===== src/rtl/instr_encoder_pkg.sv =====
// Shared CPU types for the instruction encoder slice.
// Contents:
//   opcode_t / funct_t / regbits_t / word_t : MIPS field and word types
//   RTYPE / J / JAL                         : opcodes that select the R and J formats
//   ramstate_t                              : RAM handshake status (FREE, BUSY, ACCESS, ERROR)
//   enc_state_t + IDLE/WRITE/ERR            : encoder FSM state encoding
//   encode_instr()                          : packs fields into a 32-bit instruction word
package instr_encoder_pkg;

    typedef logic [5:0]  opcode_t;
    typedef logic [5:0]  funct_t;
    typedef logic [4:0]  regbits_t;
    typedef logic [31:0] word_t;

    localparam opcode_t RTYPE = 6'b000000;
    localparam opcode_t J     = 6'b000010;
    localparam opcode_t JAL   = 6'b000011;

    typedef enum logic [1:0] {
        FREE   = 2'd0,
        BUSY   = 2'd1,
        ACCESS = 2'd2,
        ERROR  = 2'd3
    } ramstate_t;

    // Plain localparam encoding keeps the state compatible with older tools.
    typedef logic [1:0] enc_state_t;
    localparam enc_state_t IDLE  = 2'd0;
    localparam enc_state_t WRITE = 2'd1;
    localparam enc_state_t ERR   = 2'd2;

    // Selects R, J or I format from the opcode; fields outside the chosen
    // format are dropped.
    function automatic word_t encode_instr(
        input opcode_t     op,
        input regbits_t    rs,
        input regbits_t    rt,
        input regbits_t    rd,
        input logic [4:0]  shamt,
        input funct_t      funct,
        input logic [15:0] imm,
        input logic [25:0] addr
    );
        word_t w;
        if (op == RTYPE) begin
            w = {op, rs, rt, rd, shamt, funct};
        end else if (op == J || op == JAL) begin
            w = {op, addr};
        end else begin
            w = {op, rs, rt, imm};
        end
        return w;
    endfunction

endpackage


===== src/rtl/instr_encoder_if.sv =====
// Field-producer and RAM-write bus of the instruction encoder.
// slave  : the encoder's view (fields and ramstate in; in_ready, RAM write and status out)
// master : the producer/RAM environment's view (directions reversed)
interface instr_encoder_if
    import instr_encoder_pkg::*;
#(
    parameter int CNT_W = 16
) ();

    logic             in_valid;
    logic             in_ready;
    opcode_t          opcode;
    regbits_t         rs;
    regbits_t         rt;
    regbits_t         rd;
    logic [4:0]       shamt;
    funct_t           funct;
    logic [15:0]      imm;
    logic [25:0]      addr;
    logic             base_load;
    word_t            base_addr;
    logic             ramWEN;
    word_t            ramaddr;
    word_t            ramstore;
    ramstate_t        ramstate;
    logic             busy;
    logic             err;
    logic [CNT_W-1:0] words_written;

    modport slave (
        input  in_valid, opcode, rs, rt, rd, shamt, funct, imm, addr,
               base_load, base_addr, ramstate,
        output in_ready, ramWEN, ramaddr, ramstore, busy, err, words_written
    );

    modport master (
        output in_valid, opcode, rs, rt, rd, shamt, funct, imm, addr,
               base_load, base_addr, ramstate,
        input  in_ready, ramWEN, ramaddr, ramstore, busy, err, words_written
    );

endinterface


===== src/rtl/instr_encoder_word_fifo.sv =====
// Small synchronous FIFO holding encoded instruction words.
// Ports:
//   clk, rst         : clock, synchronous active-high reset (empties the FIFO)
//   i_push, i_data   : write request and word (ignored when full)
//   i_pop            : drop the head word (ignored when empty)
//   o_data           : current head word (undefined content when empty)
//   o_full, o_empty  : occupancy flags
//   o_count          : number of stored words
module word_fifo #(
    parameter int DEPTH = 4,
    parameter int WIDTH = 32,
    localparam int AW   = $clog2(DEPTH)
) (
    input  logic             clk,
    input  logic             rst,
    input  logic             i_push,
    input  logic             i_pop,
    input  logic [WIDTH-1:0] i_data,
    output logic [WIDTH-1:0] o_data,
    output logic             o_full,
    output logic             o_empty,
    output logic [AW:0]      o_count
);

    localparam logic [AW-1:0] PTR_ONE  = AW'(1);
    localparam logic [AW:0]   CNT_ONE  = (AW+1)'(1);
    localparam logic [AW:0]   CNT_FULL = (AW+1)'(DEPTH);

    logic [WIDTH-1:0] r_mem [DEPTH];
    logic [AW-1:0]    r_wrPtr;
    logic [AW-1:0]    r_rdPtr;
    logic [AW:0]      r_count;
    logic             w_push;
    logic             w_pop;

    assign o_full  = (r_count == CNT_FULL);
    assign o_empty = (r_count == '0);
    assign o_count = r_count;
    assign o_data  = r_mem[r_rdPtr];
    assign w_push  = i_push && !o_full;
    assign w_pop   = i_pop && !o_empty;

    // Storage carries no reset; validity is tracked by the count alone.
    always_ff @(posedge clk) begin
        if (w_push) begin
            r_mem[r_wrPtr] <= i_data;
        end
    end

    // DEPTH is a power of two, so the pointers wrap on their own.
    always_ff @(posedge clk) begin
        if (rst) begin
            r_wrPtr <= '0;
            r_rdPtr <= '0;
            r_count <= '0;
        end else begin
            if (w_push) begin
                r_wrPtr <= r_wrPtr + PTR_ONE;
            end
            if (w_pop) begin
                r_rdPtr <= r_rdPtr + PTR_ONE;
            end
            if (w_push && !w_pop) begin
                r_count <= r_count + CNT_ONE;
            end else if (w_pop && !w_push) begin
                r_count <= r_count - CNT_ONE;
            end
        end
    end

endmodule


===== src/rtl/instr_encoder.sv =====
// Packs MIPS instruction fields into 32-bit words, buffers them in a word
// FIFO and writes them to sequential RAM addresses over the RAM handshake.
// Ports:
//   CLK, RST : clock, synchronous active-high reset
//   bus      : instr_encoder_if slave -- field bundle handshake (in_valid/in_ready
//              plus opcode/rs/rt/rd/shamt/funct/imm/addr), base_load/base_addr,
//              RAM write (ramWEN/ramaddr/ramstore, ramstate) and status
//              (busy, sticky err, words_written)
module instr_encoder
    import instr_encoder_pkg::*;
#(
    parameter int DEPTH = 4,
    parameter int CNT_W = 16
) (
    input  logic     CLK,
    input  logic     RST,
    instr_encoder_if.slave bus
);

    localparam int AW = $clog2(DEPTH);
    localparam logic [AW:0] CNT_ONE = (AW+1)'(1);

    enc_state_t       r_state;
    word_t            r_wptr;
    logic [CNT_W-1:0] r_wordsWritten;
    logic             r_err;

    word_t            w_encoded;
    word_t            w_head;
    word_t            w_baseAligned;
    logic             w_full;
    logic             w_empty;
    logic [AW:0]      w_count;
    logic             w_push;
    logic             w_pop;

    assign w_encoded = encode_instr(bus.opcode, bus.rs, bus.rt, bus.rd,
                                    bus.shamt, bus.funct, bus.imm, bus.addr);

    assign w_baseAligned = bus.base_addr & ~32'h3;

    // A full FIFO refuses pushes even when the head is popped on the same edge.
    assign bus.in_ready = !w_full && (r_state != ERR);
    assign w_push       = bus.in_valid && bus.in_ready;
    assign w_pop        = (r_state == WRITE) && (bus.ramstate == ACCESS);

    word_fifo #(
        .DEPTH (DEPTH),
        .WIDTH (32)
    ) u_fifo (
        .clk     (CLK),
        .rst     (RST),
        .i_push  (w_push),
        .i_pop   (w_pop),
        .i_data  (w_encoded),
        .o_data  (w_head),
        .o_full  (w_full),
        .o_empty (w_empty),
        .o_count (w_count)
    );

    // Write FSM plus the address and completed-write counters.
    always_ff @(posedge CLK) begin
        if (RST) begin
            r_state        <= IDLE;
            r_wptr         <= '0;
            r_wordsWritten <= '0;
            r_err          <= 1'b0;
        end else begin
            case (r_state)
                IDLE: begin
                    if (bus.base_load && w_empty) begin
                        r_wptr         <= w_baseAligned;
                        r_wordsWritten <= '0;
                    end
                    if (!w_empty) begin
                        r_state <= WRITE;
                    end
                end
                WRITE: begin
                    case (bus.ramstate)
                        ACCESS: begin
                            r_wptr         <= r_wptr + 32'd4;
                            r_wordsWritten <= r_wordsWritten + CNT_W'(1);
                            // Leave only when the popped word was the last one
                            // and nothing new arrives on this edge.
                            if (w_count == CNT_ONE && !w_push) begin
                                r_state <= IDLE;
                            end
                        end
                        ERROR: begin
                            r_state <= ERR;
                            r_err   <= 1'b1;
                        end
                        default: begin
                        end
                    endcase
                end
                ERR: begin
                end
                default: begin
                    r_state <= IDLE;
                end
            endcase
        end
    end

    assign bus.ramWEN        = (r_state == WRITE);
    assign bus.ramaddr       = r_wptr;
    assign bus.ramstore      = w_empty ? 32'h0 : w_head;
    assign bus.busy          = !w_empty || (r_state == WRITE);
    assign bus.err           = r_err;
    assign bus.words_written = r_wordsWritten;

endmodule


===== src/flat_wrapper.sv =====
// flat-port wrapper written by rule: the top's interface ports become plain ports
module instr_encoder_flat import instr_encoder_pkg::*;
#(
    parameter int DEPTH = 4,
    parameter int CNT_W = 16
)
  (CLK, RST, bus_in_valid, bus_opcode, bus_rs, bus_rt, bus_rd, bus_shamt, bus_funct, bus_imm, bus_addr, bus_base_load, bus_base_addr, bus_ramstate, bus_in_ready, bus_ramWEN, bus_ramaddr, bus_ramstore, bus_busy, bus_err, bus_words_written);
  instr_encoder_if #(.CNT_W(CNT_W)) bus_i ();
  input  logic CLK;
  input  logic RST;
  input wire logic [$bits(bus_i.in_valid)-1:0] bus_in_valid;
  input wire logic [$bits(bus_i.opcode)-1:0] bus_opcode;
  input wire logic [$bits(bus_i.rs)-1:0] bus_rs;
  input wire logic [$bits(bus_i.rt)-1:0] bus_rt;
  input wire logic [$bits(bus_i.rd)-1:0] bus_rd;
  input wire logic [$bits(bus_i.shamt)-1:0] bus_shamt;
  input wire logic [$bits(bus_i.funct)-1:0] bus_funct;
  input wire logic [$bits(bus_i.imm)-1:0] bus_imm;
  input wire logic [$bits(bus_i.addr)-1:0] bus_addr;
  input wire logic [$bits(bus_i.base_load)-1:0] bus_base_load;
  input wire logic [$bits(bus_i.base_addr)-1:0] bus_base_addr;
  input wire logic [$bits(bus_i.ramstate)-1:0] bus_ramstate;
  output wire logic [$bits(bus_i.in_ready)-1:0] bus_in_ready;
  output wire logic [$bits(bus_i.ramWEN)-1:0] bus_ramWEN;
  output wire logic [$bits(bus_i.ramaddr)-1:0] bus_ramaddr;
  output wire logic [$bits(bus_i.ramstore)-1:0] bus_ramstore;
  output wire logic [$bits(bus_i.busy)-1:0] bus_busy;
  output wire logic [$bits(bus_i.err)-1:0] bus_err;
  output wire logic [$bits(bus_i.words_written)-1:0] bus_words_written;
  assign bus_i.in_valid = bus_in_valid;
  assign bus_i.opcode = bus_opcode;
  assign bus_i.rs = bus_rs;
  assign bus_i.rt = bus_rt;
  assign bus_i.rd = bus_rd;
  assign bus_i.shamt = bus_shamt;
  assign bus_i.funct = bus_funct;
  assign bus_i.imm = bus_imm;
  assign bus_i.addr = bus_addr;
  assign bus_i.base_load = bus_base_load;
  assign bus_i.base_addr = bus_base_addr;
  assign bus_i.ramstate = bus_ramstate;
  assign bus_in_ready = bus_i.in_ready;
  assign bus_ramWEN = bus_i.ramWEN;
  assign bus_ramaddr = bus_i.ramaddr;
  assign bus_ramstore = bus_i.ramstore;
  assign bus_busy = bus_i.busy;
  assign bus_err = bus_i.err;
  assign bus_words_written = bus_i.words_written;
  instr_encoder #(.DEPTH(DEPTH), .CNT_W(CNT_W)) u_core (.CLK(CLK), .RST(RST), .bus(bus_i));
endmodule

===== config.mk =====
export PLATFORM = sky130hd
export DESIGN_NAME = instr_encoder_flat
export DESIGN_NICKNAME = d
export VERILOG_FILES = /design/src/rtl/instr_encoder_pkg.sv /design/src/rtl/instr_encoder_if.sv /design/src/rtl/instr_encoder_word_fifo.sv /design/src/rtl/instr_encoder.sv /design/src/flat_wrapper.sv
export SDC_FILE = /design/constraint.sdc
export NUM_CORES = 1
export LEC_CHECK = 0
export CAP_MARGIN = 20
export CORE_MARGIN = 5
export CORE_UTILIZATION = 51
export CTS_CLUSTER_SIZE = 40
export DETAILED_ROUTE_END_ITERATION = 10
export HOLD_SLACK_MARGIN = 0.1
export PLACE_DENSITY = 0.81
export SLEW_MARGIN = 20
export SYNTH_ARGS = -nofsm -noshare
export SYNTH_HDL_FRONTEND = slang
export SYNTH_SLANG_ARGS = --single-unit

===== constraint.sdc =====
create_clock -name CLK -period 3.2 [get_ports CLK]
set_input_delay 0.64 -clock CLK [delete_from_list [all_inputs] [get_ports CLK]]
set_output_delay 0.64 -clock CLK [all_outputs]
set_load 0.01 [all_outputs]

## Word-level counts from Yosys, hierarchy flattened

Memory sizes are Yosys's and may differ from the RTL's. A register that Yosys moved wholly into a read port is not among the register bits.
Index checks and enable logic that the tools add are counted.
W data, S select, Z words.

| storage, ports and cells | value |
|---|---|
| RAM bits | 128 |
| input bits | 112 |
| word-level logic and storage cells | 72 |
| memories | 1 |
| register bits | 58 |

| cells by class | value |
|---|---|
| bitwise operators | 1 |
| reduce and logical (&&, ||, !) cells | 24 |
| add/subtract/negate cells | 6 |
| mux-type cells | 19 |
| eq/ne operators | 14 |

Memories:

| name | words | width | rd ports | clocked after Yosys merged registers in | write ports | RTL line | RTL |
|---|---|---|---|---|---|---|---|
| u_core.u_fifo.r_mem | 4 | 32 | 1 | 1 | 1 | instr_encoder_word_fifo.sv:29 | `logic [WIDTH-1:0] r_mem [DEPTH];` |

Operators by type and width:

| operator | number |
|---|---|
| $mux W32 | 3 |
| $pmux W32 S2 | 1 |
| $mux W26 | 2 |
| $add A32 B3 Y32 const B | 1 |
| $mux W16 | 2 |
| $pmux W16 S2 | 1 |
| $add A16 B1 Y16 const B | 1 |
| $eq A6 B2 Y1 const B | 2 |
| $logic_and A1 B1 Y1 | 9 |
| $mux W2 | 4 |
| $eq A2 B2 Y1 const B | 3 |
| $logic_not A6 Y1 | 1 |
| $mux W3 | 2 |
| $pmux W2 S3 | 1 |
| $logic_not A1 Y1 | 5 |
| $add A2 B1 Y2 const B | 2 |
| $ne A2 B1 Y1 const B | 2 |
| $ne A2 B2 Y1 const B | 2 |
| $pmux W2 S2 | 1 |
| $reduce_and A4 Y1 | 1 |
| $reduce_bool A2 Y1 | 2 |
| $add A3 B1 Y3 const B | 1 |
| $eq A3 B1 Y1 const B | 1 |
| $eq A3 B3 Y1 const B | 1 |
| 11 further kinds | 13 |

## Depth between registers and ports, before layout

| logic depth | value |
|---|---|
| depth in word-level cells | 9 |
| depth in mapped cells | 11 |
| mapped depth without buffers | 10 |

## Hierarchy

From an unflattened synthesis, not the netlist that was laid out.

| second synthesis, totals | value |
|---|---|
| cell total of the unflattened synthesis | 687 |
| area total of the unflattened synthesis | 8677.1 µm² |

By module, submodules not included:

| module | instances | area an instance (µm²) | cells an instance | seq. area each (µm²) |
|---|---|---|---|---|
| word_fifo | 1 | 5132.4 | 215 | 4023.9 |
| instr_encoder | 1 | 3544.6 | 472 | 980.9 |

## Worst setup path after synthesis

OpenSTA, ideal clock, no wires.

| timing path | value |
|---|---|
| path type | input-to-reg |
| start point | input bus_ramstate[0] |
| end point | register u_core.u_fifo.r_count[2] (netlist: u_core.u_fifo.o_count[2]) |
| library setup time | 0.071 ns |
| stages on the path | 6 |
| arrival time | 2.226 ns |
| slack | 0.903 ns |
| cells stage by stage | nand3b_1 a21o_1 or3_1 ha_1 or3_1 a21oi_1 |

| between the ends | value |
|---|---|
| word-level cells in the longest chain between the ends | 6 |

Ends and longest elaborated chain:

| what | RTL line | RTL |
|---|---|---|
| start, declared | flat_wrapper.sv:22 | `input wire logic [$bits(bus_i.ramstate)-1:0] bus_ramstate;` |
| $eq A2 B2 Y1 (*) | instr_encoder.sv:45 | `assign w_pop = (r_state == WRITE) && (bus.ramstate == ACCESS);` |
| $logic_and A1 B1 Y1 (*) | instr_encoder.sv:45 |  |
| $logic_and A1 B1 Y1 (*) | instr_encoder_word_fifo.sv:41 | `assign w_pop = i_pop && !o_empty;` |
| $logic_not A1 Y1 | instr_encoder_word_fifo.sv:63 | `if (w_push && !w_pop) begin` |
| $logic_and A1 B1 Y1 | instr_encoder_word_fifo.sv:63 |  |
| $mux W3 or $reduce_bool A2 Y1 (tied branches) | n/a |  |
| end signal, assigned | instr_encoder_word_fifo.sv:64 | `r_count <= r_count + CNT_ONE;` |
| end signal, assigned | instr_encoder_word_fifo.sv:66 | `r_count <= r_count - CNT_ONE;` |
| end, declared | instr_encoder_word_fifo.sv:32 | `logic [AW:0] r_count;` |

Mark *: on every way between the ends. The rest lies on a longest branch, timed or not.
A chain may end at the register's enable or synchronous reset.

## Final worst setup path

| timing path | value |
|---|---|
| start point | register u_core.u_fifo.r_count[0] (netlist: u_core.u_fifo.o_count[0]) |
| end point | output bus_ramstore[14] |

| between the ends | value |
|---|---|
| word-level cells in the longest chain between the ends | 2 |

Ends and longest elaborated chain:

| what | RTL line | RTL |
|---|---|---|
| $logic_not A3 Y1 | instr_encoder_word_fifo.sv:37 | `assign o_empty = (r_count == '0);` |
| $mux W32 | instr_encoder.sv:110 | `assign bus.ramstore = w_empty ? 32'h0 : w_head;` |
| end, declared | flat_wrapper.sv:26 | `output wire logic [$bits(bus_i.ramstore)-1:0] bus_ramstore;` |

Every way passes these cells.

==> summary.md <==
| Metric | Value |
|---|---|
| Status | finished, final reports clean |
| Clock Sinks | ~190 |
| Post-synth ARST share | 0% |
| Mapped Cells | 700 |
| Setup repair after global routing missed its margin | no |
| Clk Latency, worst-skew pair | about 0.43 ns |
| Leak | 0.00384 uW |
| Worst vdd ir | 433 uV |
| Power Dens Cells | approximately 720 mW/mm^2 |
| HP Class | flip-flop to flip-flop |
| Hold Path Stages | 2 |
| Via count | 6,468 |
| P&R area growth vs syn | 31.7% |
| Fraction of layout cells with a size suffix above 1 | about an eighth |
| R2r startpoint | u_core.r_state[0] |
| Antenna diode count | 0 |
| Final Setup Violations | 0 |
| Synthesis Warnings | 0 |
| Clk root buf | clkbuf_16 |
| Pre-CTS setup slack | around 0.28 ns |
| Critical hold path startpoint | u_core.bus.err |
| Sequential share of the synthesized area | ~58% |
| Maximum clock path buffer count | 2 |
| Post-cts gate resize count | 0 |
| Critical path peak fanout | 11 |
| Final worst path period share | 92.5% |
| Least-Margin Pin Slew | roughly 0.6 ns |
| Final Hold Fails | 0 |
| Hold Path End | u_core.bus.err |
| CTS tree | done |
| Number of synthesized register bits | approximately 190 |
| Rows | 47 |
| Initial Utilization | between 50% and 60% |
| Initial antenna violation count | 0 |
| Pins over their slew limit | 0 |
| Worst setup SP type | flip-flop |
| Primary FF master, synth | edfxtp_1 |
| Width of the die | 140 um |
| FILL cells | 1,239 |
| Crit Reg-Reg Endpoint | u_core.u_fifo.o_count[2] |
| Synth cell types | 69 |
| Num ports | ~200 |
| Setup tns final | 0 ns |
| Routed wire per std cell | ~19 um |
| Req. time, crit path | 2.56 ns |
| Max Clock Freq | around 340 MHz |
| Vias/cell | 5.77 |
| R2R cell count | 6 |
| Total GRT Usage | about a fifth |
| Pre-Repair DR Iteration Count | 5 |
| Crit path kind | flip-flop to output port |
| Worst-path clk slew | ~0.07 ns |
| RePlAce Congestion | about 0.85 |
| Final setup margin | roughly 0.24 ns |
| Core area | between 0.015 and 0.02 sq mm |
| Number of synthesized flops with an enable pin | between 100 and 150 |
| Number of H-tree levels | 4 |
| Grt total ovfl | 0 |
| Buffers on Ports | approximately 190 |
| Largest net degree at the start of global routing | 46 |
| Post-placement cell area | between 0.01 and 0.015 sq mm |
| Yosys top cell area share | between 40 and 50% |
| Mapped Area | approximately 0.0087 sq mm |
| Critical path endpoint category | output port |
| Final-stage net count | ~1,000 |
| Largest area contributor in the netlist | edfxtp_1 |
| 1st-iter DRT viols | 411 |
| Reg2Reg Setup Slack | 0.72 ns |
| Post-Route Utilization | about two thirds |
| Slew margin rel. | around three fifths |
| DRC | 0 |
| Crit path DAT | 2.32 ns |
| Power consumption | between 8000 and 9000 uW |
| Avg Cell Area, Syn | about 12 sq um |
| Final min period | between 2 and 3 ns |
| Post-DRT Antenna Nets | 0 |
| Setup bufs post-CTS | 0 |
| Final Cell Area | between 0.01 and 0.015 sq mm |
| Synth top area cells | edfxtp_1 44%, dfxtp_1 13%, mux4_2 8.3% |
| TritonCTS Buffers | 17 |
| First-pass GRT wire length | between 30,000 and 40,000 um |
| Skew final | around 0.011 ns |
| Vias in the first global route | between 6,000 and 7,000 |
| Die height | around 140 um |
| Die area | ~0.02 sq mm |
| HPWL after DPL | ~14,000 um |
| WL final | about 21,000 um |
| Max-cap violations | 0 |
layout by cell type (no fill, tap or decap), types with 4 or more instances in the layout:
cell / count
a211o_1: 5
nor3_1: 9
nor4_1: 7
buf_4: 18
xor2_1: 5
a211oi_1: 6
a21oi_1: 48
xnor2_1: 10
nor2_1: 53
ha_1: 11
nand2b_1: 5
o211ai_1: 5
or3_1: 11
inv_6: 8
mux4_2: 32
mux2_2: 11
clkbuf_16: 17
o21ai_0: 26
nand3b_1: 6
mux2i_1: 19
and3_1: 10
nand2_1: 48
edfxtp_1: 128
a31oi_1: 5
nor2b_1: 36
a22oi_1: 6
inv_1: 14
nand4_1: 9
nand3_1: 21
dfxtp_1: 57
clkdlybuf4s50_1: 191
o22ai_1: 4
inv_8: 5
report_power, final:
group | switching [uW] | total [uW] | internal (uW)
sequential | 324 | 3300 | 2980
clock | 979 | 2020 | 1040
combinational | 1480 | 2920 | 1450
worst max-delay path: stages, from the launching register on:
cell and delay (ns):
dfxtp_1 0.35, inv_1 0.09, ha_1 0.24, nor2b_2 0.57
nor2b_1 0.11, clkdlybuf4s50_1 0.55
registers in the layout, summed over array words and instances (netlist names), named ones only:
name / flops
u_core.bus.err: 1
u_core.bus.ramaddr: 30
u_core.bus.words_written: 16
u_core.r_state: 2
u_core.u_fifo.o_count: 3
u_core.u_fifo.r_mem: 128
u_core.u_fifo.r_rdPtr: 2
u_core.u_fifo.r_wrPtr: 2
Yosys cell counts, drive strengths merged, types with 9 or more instances:
| cell type | instances |
|---|---|
| edfxtp | 128 |
| dfxtp | 58 |
| nor2 | 53 |
| a21oi | 49 |
| nand2 | 48 |
| nor2b | 37 |
| mux4 | 32 |
| o21ai | 27 |
| clkbuf | 25 |
| nand3 | 23 |
| buf | 19 |
| mux2i | 19 |
| inv | 14 |
| and3 | 11 |
| ha | 11 |
| mux2 | 11 |
| or3 | 11 |
| nand4 | 10 |
| nor4 | 10 |
| xnor2 | 10 |
| nor3 | 9 |
per-layer routing:
layer / vias to the layer above / part of all wire [%] / global-route usage (%)
li1: 3017 / - / -
met1: 3150 / 41 / 27.1
met2: 278 / 48 / 34.5
met3: 23 / 9.7 / 6.51
met4: 0 / 1.4 / 5.92
met5: - / 0 / 0
stage by stage:
step,instances,hold WS (ns)
after detailed placement,1088,0.456
after global placement,1088,0.457
after CTS,1120,0.467
final,1121,0.464
after global routing,1121,0.492
after floorplan,701,0.470
cell type report:
cell class,count,area (sq um),share of cell area [%]
Sequential cell,186,5010,43.9
Multi-Input combinational cell,457,3410,29.9
Timing Repair Buffer,211,2090,18.3
Clock buffer,17,425,3.73
Tap cell,220,275,2.41
Clock inverter,15,139,1.22
Inverter,15,56.3,0.494
worst max path at each step:
stage / end / cells past startpoint / from
2_1_floorplan: u_core.u_fifo.o_count[2] / 6 / bus_ramstate[0]
3_3_place_gp: u_core.u_fifo.o_count[2] / 7 / bus_ramstate[0]
3_5_place_dp: u_core.u_fifo.o_count[2] / 7 / bus_ramstate[0]
4_1_cts: bus_ramstore[30] / 6 / u_core.u_fifo.o_count[0]
5_1_grt: bus_ramstore[14] / 5 / u_core.u_fifo.o_count[0]
6_report: bus_ramstore[14] / 5 / u_core.u_fifo.o_count[0]
cells by family (layout without fill, tap and decap cells):
family / after synthesis / in the layout / synth area share (%)
fa+ha+maj: 11 / 11 / 1.59
mux: 62 / 62 / 12.0
compound gates: 125 / 125 / 8.83
buf+inv: 59 / 258 / 2.99
xor+xnor: 15 / 15 / 1.52
flops: 186 / 186 / 57.8
other cells: 1 / 2 / 0.0433
simple gates: 241 / 242 / 15.2
what timing repair did:
action,in CTS,in global routing
hold endpoints to repair,0,0
hold buffers,0,0
endpoints found under the setup margin,0,10
No activity file was read; power rests on OpenSTA's default activity.
